===== config.mk =====
export PLATFORM = sky130hd
export DESIGN_NAME = sdram_egress_arbiter
export DESIGN_NICKNAME = d
export VERILOG_FILES = /design/src/rtl/sdram_egress_arbiter.sv
export SDC_FILE = /design/constraint.sdc
export NUM_CORES = 1
export LEC_CHECK = 0
export BUFFER_PORTS_ARGS = -buffer_cell sky130_fd_sc_hd__buf_2
export CORE_ASPECT_RATIO = 1.75
export CORE_MARGIN = 4
export CORE_UTILIZATION = 34
export DETAILED_ROUTE_END_ITERATION = 12
export GPL_TIMING_DRIVEN = 0
export PLACE_DENSITY = 0.65
export SKIP_CTS_REPAIR_TIMING = 1
export SKIP_LAST_GASP = 1
export SYNTH_ARGS = -nofsm -noshare
export SYNTH_HDL_FRONTEND = slang
export SYNTH_SLANG_ARGS = --single-unit

===== constraint.sdc =====
create_clock -name sdram_clk -period 2.25 [get_ports sdram_clk]
set_clock_uncertainty 0.05 [all_clocks]
set_input_delay 0.3375 -clock sdram_clk [delete_from_list [all_inputs] [get_ports sdram_clk]]
set_output_delay 0.3375 -clock sdram_clk [all_outputs]
set_load 0.1 [all_outputs]

===== src/rtl/sdram_egress_arbiter.sv =====
// Egress arbiter between the per-port egress queues and the SDRAM command FSM.
// It picks a queue round-robin and pops that queue's address word. For a write it
// then pops the burst's data words from the same queue. The result is presented
// as one command plus a stream of write-data beats.
module sdram_egress_arbiter #(
  parameter int unsigned nr_of_wb_ports = 3,
  parameter int unsigned port_w         = 2
) (
  input  logic                        sdram_clk,
  input  logic                        sdram_rst,
  input  logic [35:0]                 fifo_q,
  input  logic [0:nr_of_wb_ports-1]   fifo_empty,
  output logic [0:nr_of_wb_ports-1]   fifo_re,
  output logic                        fifo_rd_adr,
  output logic                        fifo_rd_data,
  output logic                        cmd_valid,
  input  logic                        cmd_ready,
  output logic [29:0]                 cmd_adr,
  output logic                        cmd_we,
  output logic [4:0]                  cmd_len,
  output logic [port_w-1:0]           cmd_port,
  output logic                        wdat_valid,
  input  logic                        wdat_ready,
  output logic [31:0]                 wdat,
  output logic [3:0]                  wdat_sel,
  output logic                        busy
);

  typedef enum logic [2:0] {StIdle, StAlat, StCap, StCmd, StWrd, StDlat, StDsnd} state_e;

  state_e              r_state, w_state_d;
  logic [port_w-1:0]   r_ptr, r_grant, r_cmd_port;
  logic [29:0]         r_cmd_adr;
  logic                r_cmd_we, r_cmd_valid, r_wdat_valid;
  logic [4:0]          r_cmd_len, r_beats;
  logic [31:0]         r_wdat;
  logic [3:0]          r_wdat_sel;

  logic [4:0]          w_len;
  logic                w_any;
  logic [port_w-1:0]   w_grant, w_idx, w_sel;

  assign cmd_valid  = r_cmd_valid;
  assign cmd_adr    = r_cmd_adr;
  assign cmd_we     = r_cmd_we;
  assign cmd_len    = r_cmd_len;
  assign cmd_port   = r_cmd_port;
  assign wdat_valid = r_wdat_valid;
  assign wdat       = r_wdat;
  assign wdat_sel   = r_wdat_sel;
  assign busy       = (r_state != StIdle);

  // Decode the burst length of the address word on fifo_q (only wrap bursts are > 1).
  always_comb begin
    w_len = 5'd1;
    if (fifo_q[2:0] == 3'b010) begin
      unique case (fifo_q[4:3])
        2'b01:   w_len = 5'd4;
        2'b10:   w_len = 5'd8;
        2'b11:   w_len = 5'd16;
        default: w_len = 5'd1;
      endcase
    end
  end

  // Round-robin search from r_ptr+1; scanning backwards lets the nearest queue win.
  always_comb begin
    w_any   = 1'b0;
    w_grant = r_ptr;
    w_idx   = '0;
    for (int k = int'(nr_of_wb_ports); k >= 1; k--) begin
      w_idx = port_w'((int'(r_ptr) + k) % int'(nr_of_wb_ports));
      if (!fifo_empty[w_idx]) begin
        w_any   = 1'b1;
        w_grant = w_idx;
      end
    end
  end

  // Next state and FIFO read strobes; strobes are gated off while reset is high.
  always_comb begin
    w_state_d    = r_state;
    fifo_rd_adr  = 1'b0;
    fifo_rd_data = 1'b0;
    w_sel        = r_grant;
    fifo_re      = '0;
    unique case (r_state)
      StIdle: begin
        if (w_any) begin
          fifo_rd_adr = 1'b1;
          w_sel       = w_grant;
          w_state_d   = StAlat;
        end
      end
      StAlat: w_state_d = StCap;
      StCap:  w_state_d = StCmd;
      StCmd: begin
        if (cmd_ready) w_state_d = r_cmd_we ? StWrd : StIdle;
      end
      StWrd: begin
        if (!fifo_empty[r_grant]) begin
          fifo_rd_data = 1'b1;
          w_state_d    = StDlat;
        end
      end
      StDlat: w_state_d = StDsnd;
      StDsnd: begin
        if (wdat_ready) w_state_d = (r_beats <= 5'd1) ? StIdle : StWrd;
      end
      default: w_state_d = StIdle;
    endcase
    if (sdram_rst) begin
      fifo_rd_adr  = 1'b0;
      fifo_rd_data = 1'b0;
      w_state_d    = StIdle;
    end
    for (int i = 0; i < int'(nr_of_wb_ports); i++) begin
      fifo_re[i] = (fifo_rd_adr | fifo_rd_data) & (w_sel == port_w'(i));
    end
  end

  // State, grant pointer, captured command and write-data registers.
  always_ff @(posedge sdram_clk) begin
    if (sdram_rst) begin
      r_state      <= StIdle;
      r_ptr        <= port_w'(nr_of_wb_ports - 1);
      r_grant      <= '0;
      r_cmd_valid  <= 1'b0;
      r_cmd_adr    <= '0;
      r_cmd_we     <= 1'b0;
      r_cmd_len    <= '0;
      r_cmd_port   <= '0;
      r_beats      <= '0;
      r_wdat_valid <= 1'b0;
      r_wdat       <= '0;
      r_wdat_sel   <= '0;
    end else begin
      r_state <= w_state_d;
      case (r_state)
        StIdle: begin
          if (w_any) begin
            r_ptr   <= w_grant;
            r_grant <= w_grant;
          end
        end
        StCap: begin
          r_cmd_adr   <= fifo_q[35:6];
          r_cmd_we    <= fifo_q[5];
          r_cmd_len   <= w_len;
          r_beats     <= w_len;
          r_cmd_port  <= r_grant;
          r_cmd_valid <= 1'b1;
        end
        StCmd: begin
          if (cmd_ready) r_cmd_valid <= 1'b0;
        end
        StDlat: begin
          r_wdat       <= fifo_q[35:4];
          r_wdat_sel   <= fifo_q[3:0];
          r_wdat_valid <= 1'b1;
        end
        StDsnd: begin
          if (wdat_ready) begin
            r_wdat_valid <= 1'b0;
            if (r_beats != 5'd0) r_beats <= r_beats - 5'd1;
          end
        end
        default: ;
      endcase
    end
  end

endmodule


After elaboration in Yosys (flattened, before gate mapping)
Index checks and enable logic that the tools add are counted.
{ "classes": {"addsub": 4, "n_div": 3, "magnitude_cmp": 5, "eq_ne": 17, "mux": 42, "bitwise_logic": 8, "reduce_logical": 12} }
{ "op_table": {"columns": ["operator", "n"], "rows": [
  ["32-bit by 3-bit modulo with 32-bit output, second input constant", 3],
  ["3-bit one-hot mux with 7 select lines", 1],
  ["1-bit two-way mux", 19],
  ["3-bit two-way mux", 6],
  ["5-bit two-way mux", 3],
  ["5-bit one-hot mux with 3 select lines", 1],
  ["3-bit greater-or-equal comparator, second input constant", 4],
  ["2-bit NOT with 3-bit output", 4],
  ["2-bit two-way mux", 5],
  ["2-bit inequality test, second input constant", 5],
  ["5-bit one-hot mux with 2 select lines", 1],
  ["3-bit by 2-bit equality test with 1-bit output, second input constant", 3],
  ["3-bit equality test, second input constant", 3],
  ["1-bit binary-select mux with 2-bit select", 4],
  ["2-bit by 2-bit adder with 3-bit output, second input constant", 2],
  ["2-bit equality test, second input constant", 3],
  ["2-bit AND reduction", 3],
  ["2-bit nonzero test", 3],
  ["5-bit by 1-bit <= comparator with 1-bit output, second input constant", 1],
  ["5-bit nonzero test", 1],
  ["5-bit by 1-bit subtractor with 5-bit output, second input constant", 1],
  ["2-bit by 1-bit equality test with 1-bit output, second input constant", 2],
  ["1-bit one-hot mux with 2 select lines", 2],
  ["4-bit AND reduction", 1],
  ["other kinds (8)", 10]
]} }
{ "totals": {"register_bits": 88, "input_bits": 43, "wordCells": 103} }

Depth between registers and ports, before layout
Gate-level depths: netlist of the first run.
{ "logic_depth": {"word_depth": 14, "mapped_depth": 8} }

Worst setup path before layout of the first run
No wires, ideal clock.
{ "synth_path": {"path_kind": "register to output", "from": "reg r_state[0]", "to": "out fifo_rd_adr", "arrival_ns": 2.592, "required_time_ns": 1.862, "slack_ns": -0.729, "stages_incl_launch_ff": 7, "path_buffers": 1, "path_cell_list": "dfxtp_1 buf_6 nor3_4 inv_2 a31o_1 o21a_4 nor2_1"} }
{ "synth_between": {"elab_chain_cells": 3} }
{ "synth_rtl": {"columns": ["item", "line", "rtl"], "rows": [
  ["start: declaration", "31", "state_e r_state, w_state_d;"],
  ["start signal: assignment", "125", "r_state <= StIdle;"],
  ["start signal: assignment", "138", "r_state <= w_state_d;"],
  ["3-bit logical NOT", "87", "unique case (r_state)"],
  ["1-bit two-way mux", "87", null],
  ["1-bit two-way mux", "112", "if (sdram_rst) begin"],
  ["end: declaration", "14", "output logic fifo_rd_adr,"]
]} }
No other way between the ends.

Worst setup path after layout of the first run
{ "layout_path": {"from": "reg r_ptr[1]", "to": "out fifo_re[1] (netlist bit)"} }
{ "layout_between": {"elab_chain_cells": 14, "elab_cells_between_ends": 32} }
{ "layout_rtl": {"columns": ["item", "line", "rtl"], "rows": [
  ["start: declaration", "32", "logic [port_w-1:0] r_ptr, r_grant, r_cmd_port;"],
  ["start signal: assignment", "126", "r_ptr <= port_w'(nr_of_wb_ports - 1);"],
  ["start signal: assignment", "142", "r_ptr <= w_grant;"],
  ["2-bit by 2-bit adder with 3-bit output", "72", "w_idx = port_w'((int'(r_ptr) + k) % int'(nr_of_wb_ports));"],
  ["32-bit by 3-bit modulo with 32-bit output", "72", null],
  ["2-bit NOT with 3-bit output (not written as such)", "73", "if (!fifo_empty[w_idx]) begin"],
  ["1-bit binary-select mux with 2-bit select", "73", null],
  ["1-bit two-way mux (not written as such) (2 in series)", "73", null],
  ["1-bit two-way mux (3 in series)", "73", null],
  ["1-bit two-way mux", "89", "if (w_any) begin"],
  ["1-bit two-way mux", "87", null],
  ["1-bit two-way mux", "112", null],
  ["1-bit bitwise OR", "118", "fifo_re[i] = (fifo_rd_adr | fifo_rd_data) & (w_sel == port_w'(i));"],
  ["1-bit bitwise AND *", "118", null],
  ["end: declaration", "13", "output logic [0:nr_of_wb_ports-1] fifo_re,"]
]} }
Every way passes the cells marked *; elsewhere a longest branch is shown, timed or not. The select of a mux whose other input is x is not followed.

==> impl_metrics.tcl, run 1 <==
set metrics [dict create \
    ctsHtreeMaxLevel 3 \
    synth_area_um2 3626 \
    grt.total_usage_pct 18.34 \
    cp_slowest_cell "dfxtp_4" \
    synth.area.mux_share_pct 1.415 \
    synth_compound_area_share_pct 19.29 \
    postRouteAntennaNets 0 \
    root_buffer "clkbuf_16" \
    async_flop_share_pct 0 \
    path_buf_inv 2 \
    clk_latency_ns 0.34 \
    numCtsBuffers 9 \
    seq_power_share_pct 28.8 \
    cp_top_family "compound AO/OA/AOI/OAI gates" \
    synthToLayoutAreaGrowth_pct 38.47 \
    slowest_delay_ns 0.41 \
    vdd_drop_max_mv 0.6806 \
    synthSimpleGateAreaFrac_pct 23.78 \
    cts.path.max_buffers 2 \
    run_status "finished with violations" \
    num_antenna_cells 0 \
    final_cell_mix "150 x nand2_1, 125 x buf_2, 85 x a21oi_1" \
    fin_nets 654 \
    die_area_um2 12450 \
    wl_um 11700 \
    max_freq_mhz 361.4 \
    grt_overflow 0 \
    synth_top_area_share_pct 48.03 \
    p_comb_share_pct 48.0 \
    cp-end-kind "output pin" \
    layout_min_cycle_time_ns 2.767 \
    violations "setup timing" \
    antenna_found_initial 0 \
    drtIter0Drc 190 \
    rows 49 \
    yosys-top-cells-area "dfxtp_1 48%, nand2_1 16%, a21oi_1 12%" \
    min_period_over_period_pct 123.0 \
    finalSetupTns_ns -1.731 \
    path_class "flop to output pin" \
    grt_pass1_wl_um 18030 \
    fp.dieH_um 144.6 \
    met2RoutedLength_um 6270 \
    powerDensity_nw_per_um2 1279 \
    cts_tree "done" \
    fillCellCount 1041 \
    synth-seq-cells 87 \
    hold_viol 0 \
    synthXorXnorAreaFrac_pct 0.2415 \
    wl_per_cell_um 15.87 \
    timing.final.ws_setup_ns -0.5171 \
    drc 0 \
    synth_edf_count 0 \
    setup.worst_path.start_class "flop" \
    cts.sinks 87 \
    crit_path_cell_trace "inv_2 > ha_4 > nor2b_2 > o31ai_2 > a31oi_4 > a211oi_2 > o21a_4 > buf_6" \
    p_leak_nw 2.083 \
    worst_setup_hold_path_clk_slew_ns 0.06 \
    dr.max_layer_used "met4" \
    path_max_fanout 6 \
    io_buffers 122 \
    yosys.area.top_type "dfxtp_1" \
    finalSetupViolations 4 \
    critPathArrivalTime_ns 2.38 \
    maxSlewViolCount 0 \
    swShare_pct 45.26 \
    io_pins 125 \
    syn_avg_cell_area_um2 7.798 \
    hold_class "primary input to flop" \
    synth.distinct_cells 48 \
    ys_seq_area_share_pct 48.03 \
    netlist_instances 465 \
    dr.pass1.iters 4 \
    clkPwrFrac_pct 23.1 \
    wl_met3_um 534 \
    start_util_pct 35.00 \
    maxSlewHeadroom_pct 54.99 \
    tightest_slew_ns 0.6737 \
    place.gp.congestion 0.8467 \
    required_ns 1.86 \
    maxCapViolCount 0 \
    rsz0062_at_grt "yes" \
    synth_top_family_by_area "simple AND/OR/NAND/NOR gates" \
    routed_via_density 5.053 \
    switching_power_mw 2.908 \
    vias 3724 \
    grt_pass1_vias 3628 \
    die_w_um 86.07 \
    final_common_cell "nand2_1" \
    dpl.hpwl_um 8651 \
    synthFlopType "dfxtp_1" \
    ys_warn_count 0 \
    grt_max_degree 15 \
    cellInternalPower_mw 3.516 \
    drive_gt1_share_pct 32.13 \
    m1WireLength_um 4502 \
    synth.net_count 514 \
    post-place-ws_ns -0.5016 \
    core_um2 10360 \
    yosys.area_share.adder_pct 2.070 \
]
## final timing paths
check                           cells past startpoint                  endpoint             startpoint  slack, ns
worst min-delay path                                3  cmd_adr[21]$_SDFFE_PP0P_             fifo_q[27]       0.20
worst max-delay path                                8                fifo_re[1]  r_ptr[1]$_SDFFE_PP1P_      -0.52
worst max register to register                      9     r_ptr[1]$_SDFFE_PP1P_  r_ptr[1]$_SDFFE_PP1P_       0.27
worst min register to register                      2      wdat[7]$_SDFFE_PP0P_   wdat[7]$_SDFFE_PP0P_       0.40
## flip-flops by register name, indices dropped and copies added (netlist names)
signal,cells
r_state,3
r_grant,2
cmd_valid,1
r_ptr,2
wdat_valid,1
cmd_we,1
wdat,32
cmd_adr,30
wdat_sel,4
cmd_port,2
r_beats,5
cmd_len,4
## area by class of cell
cell class              count  area (µm²)  share of cell area (%)
multi-input cells         336        1886                   37.55
flip-flops and latches     87        1753                   34.91
clock inverters             5       57.56                   1.146
clock buffers              11       242.7                   4.834
repair buffers            129       718.2                   14.30
inverters                  12       50.05                  0.9968
plain buffers              30       155.1                   3.090
well taps                 127       158.9                   3.165
## worst register-to-register path: stages, from the launching register on
cell      delay [ns]
dfxtp_4         0.41
inv_2           0.06
ha_4            0.18
buf_2           0.15
buf_4           0.13
a211oi_2        0.27
a211oi_4        0.09
nor3_4          0.29
buf_4           0.16
o21ai_0         0.07
## cell families (layout without fill, tap and decap cells)
logic type | after synthesis | count (layout)
and+or+nand+nor | 200 | 200
AOI/OAI and AO/OA | 123 | 123
DFF | 87 | 87
buffers and inverters | 42 | 187
adders and majority gates | 6 | 6
muxes | 5 | 5
other | 1 | 1
xor gates and xnor gates | 1 | 1
## through the flow
| step | total power [mW] | std cells | cell area [µm²] | hold slack [ns] | utilization, % |
|---|---|---|---|---|---|
| 3_3_place_gp | 4.601 | 714 | 4506 | 0.3895 | 43.49 |
| 3_5_place_dp | 4.635 | 714 | 4506 | 0.3930 | 43.49 |
| 5_1_grt | 6.739 | 737 | 5021 | 0.1940 | 48.46 |
| 6_report | 6.424 | 737 | 5021 | 0.1954 | 48.46 |
| 2_1_floorplan | 4.142 | 465 | 3736 | 0.4023 | - |
| 4_1_cts | 6.134 | 730 | 4806 | 0.1849 | 46.38 |
## metal layers
metal	track usage, %	vias up
met2	32.74	108
met5	0	-
met1	20.59	1751
li1	-	1836
met4	9.675	0
met3	2.965	29
## power groups by stage
stage / registers, mW / logic, mW / clock network, mW
floorplan: 2.65 / 1.49 / 0
global placement: 1.86 / 2.74 / 0
detailed placement: 1.86 / 2.77 / 0
CTS: 1.83 / 2.78 / 1.52
global route: 1.87 / 3.27 / 1.60
finish: 1.85 / 3.09 / 1.49
## synth_stat cells (all sizes together), types with 2 or more instances
cell type	count
inv	12
o21bai	2
a31o	4
nand2b	4
or4	2
clkbuf	14
nand4	2
o21a	2
nor2b	3
a31oi	3
nand2	150
a21oi	86
nor3	9
nor2	19
o22ai	2
a211oi	4
buf	16
dfxtp	87
mux2i	4
nand3b	2
nor3b	4
o21ai	13
ha	6
(Power assumes the default switching activity.)
==> run 2: changes to the inputs <==
- BUFFER_PORTS_ARGS: -buffer_cell sky130_fd_sc_hd__buf_2 -> not set
- CTS_BUF_LIST: not set -> sky130_fd_sc_hd__clkbuf_4 sky130_fd_sc_hd__clkbuf_8 sky130_fd_sc_hd__clkbuf_16
- DONT_BUFFER_PORTS: not set -> 1
- PLACE_DENSITY: 0.65 -> 0.55
==> impl_metrics.tcl, run 2 (synthesis gave the netlist of run 1 again) <==
set metrics [dict create \
    synthToLayoutAreaGrowth_pct 20.67 \
    rsz0062_at_grt "yes" \
    hold_viol 0 \
    maxSlewViolCount 0 \
    crit_path_cell_trace "inv_1 > ha_2 > buf_6 > nor2_2 > nor4_4 > o21a_4 > nor3_4 > and4b_4" \
    hold_class "primary input to flop" \
    cts.sinks 87 \
    seq_power_share_pct 42.1 \
    multi_input_area_um2 1834 \
    timing.final.ws_setup_ns -0.5203 \
    num_antenna_cells 0 \
    max_freq_mhz 361.0 \
    place.gp.congestion 0.8596 \
    cp_top_family "simple AND/OR/NAND/NOR gates" \
    wl_um 10890 \
    cp-end-kind "output pin" \
    drive_gt1_share_pct 14.29 \
    cp_slowest_cell "and4b_4" \
    grt.total_usage_pct 17.28 \
    io_pins 125 \
    wl_per_cell_um 17.65 \
    cts_tree "done" \
    setup.worst_path.start_class "flop" \
    ctsHtreeMaxLevel 3 \
    rows 49 \
    powerDensity_nw_per_um2 1457 \
    grt_max_degree 15 \
    start_util_pct 35.00 \
    critPathArrivalTime_ns 2.38 \
    numCtsBuffers 9 \
    finalSetupViolations 5 \
    maxCapViolCount 0 \
    final_cell_mix "150 x nand2_1, 85 x a21oi_1, 83 x dfxtp_1" \
    worst_setup_hold_path_clk_slew_ns 0.06 \
    grt_overflow 0 \
    slowest_delay_ns 0.57 \
    antenna_found_initial 0 \
    swShare_pct 43.57 \
    grt_pass1_vias 3151 \
    regArea_um2 1752 \
    fin_nets 534 \
    required_ns 1.86 \
    fin_cells 617 \
    post-place-ws_ns -0.2442 \
    dpl.hpwl_um 8331 \
    io_buffers 0 \
    final_common_cell "nand2_1" \
    drtIter0Drc 161 \
    path_max_fanout 6 \
    clk_latency_ns 0.33 \
    switching_power_mw 2.777 \
    cellInternalPower_mw 3.597 \
    grt_pass1_wl_um 16730 \
    min_period_over_period_pct 123.1 \
    die_area_um2 12450 \
    postRouteAntennaNets 0 \
    path_buf_inv 2 \
    layout_min_cycle_time_ns 2.770 \
    core_um2 10360 \
    die_w_um 86.07 \
    dr.pass1.iters 5 \
    vdd_drop_max_mv 0.7099 \
    p_comb_share_pct 30.7 \
    final_util_pct 42.23 \
    p_leak_nw 1.501 \
    vias 3229 \
    violations "setup timing" \
    drc 0 \
    root_buffer "clkbuf_16" \
    routed_via_density 5.233 \
    path_class "flop to output pin" \
    cts.path.max_buffers 2 \
    dpl.cell_count 592 \
    tightest_slew_ns 1.061 \
    run_status "finished with violations" \
    fillCellCount 1061 \
    clkPwrFrac_pct 27.3 \
    maxSlewHeadroom_pct 29.16 \
    largest_reg_flops 32 \
    fp.dieH_um 144.6 \
]
-- run 2: changes by cell type in the layout (fill, tap and decap cells not counted), sizes merged --
cell    change
buf       -120
bufinv      +2
clkinv      -2
-- run 2: area by class of cell --
cell class / instances / share of cell area [%]
tap: 127 / 3.632
buffer: 30 / 3.546
multi-input combinational: 336 / 41.92
clock buffer: 11 / 5.776
timing repair buffer: 9 / 1.573
clock inverter: 5 / 2.373
sequential: 87 / 40.03
inverter: 12 / 1.144
-- run 2: metrics by stage --
| step | TNS [ns] | hold WS, ns | total power [mW] | instance area, µm² |
|---|---|---|---|---|
| after global routing | -2.856 | 0.07850 | 6.652 | 4375 |
| after global placement | -0.5766 | 0.4141 | 4.450 | 3895 |
| final | -2.217 | 0.08561 | 6.375 | 4375 |
| after floorplan | -0.08356 | 0.4023 | 4.142 | 3736 |
| after detailed placement | -0.6876 | 0.4204 | 4.478 | 3895 |
| after CTS | -2.480 | 0.07686 | 6.231 | 4252 |
-- run 2: final timing paths --
path / startpoint / slack (ns) / to / depth (start not counted)
hold reg to reg: r_ptr[0]$_SDFFE_PP0P_ / 0.42 / r_ptr[0]$_SDFFE_PP0P_ / 2
setup / recovery: r_ptr[1]$_SDFFE_PP1P_ / -0.52 / fifo_re[2] / 8
setup reg to reg: r_state[0]$_SDFFE_PP0P_ / 0.11 / r_state[0]$_SDFFE_PP0P_ / 6
hold / removal: fifo_q[13] / 0.09 / wdat[9]$_SDFFE_PP0P_ / 2
-- run 2: per-layer routing --
| metal | vias to the layer above | track usage, % | wire length (µm) |
|---|---|---|---|
| met4 | 0 | 7.006 | 307 |
| met1 | 1503 | 16.74 | 3815 |
| met2 | 105 | 32.37 | 5889 |
| li1 | 1600 | - | - |
| met5 | - | 0 | 0 |
| met3 | 21 | 6.385 | 876 |
-- run 2: power groups by stage --
stage                     sequential (mW)  combinational (mW)  clock [mW]
after global placement               2.70                1.75           0
after CTS                            2.67                1.78        1.78
final                                2.68                1.95        1.74
after detailed placement             2.70                1.77           0
after floorplan                      2.65                1.49           0
after global routing                 2.71                2.12        1.83
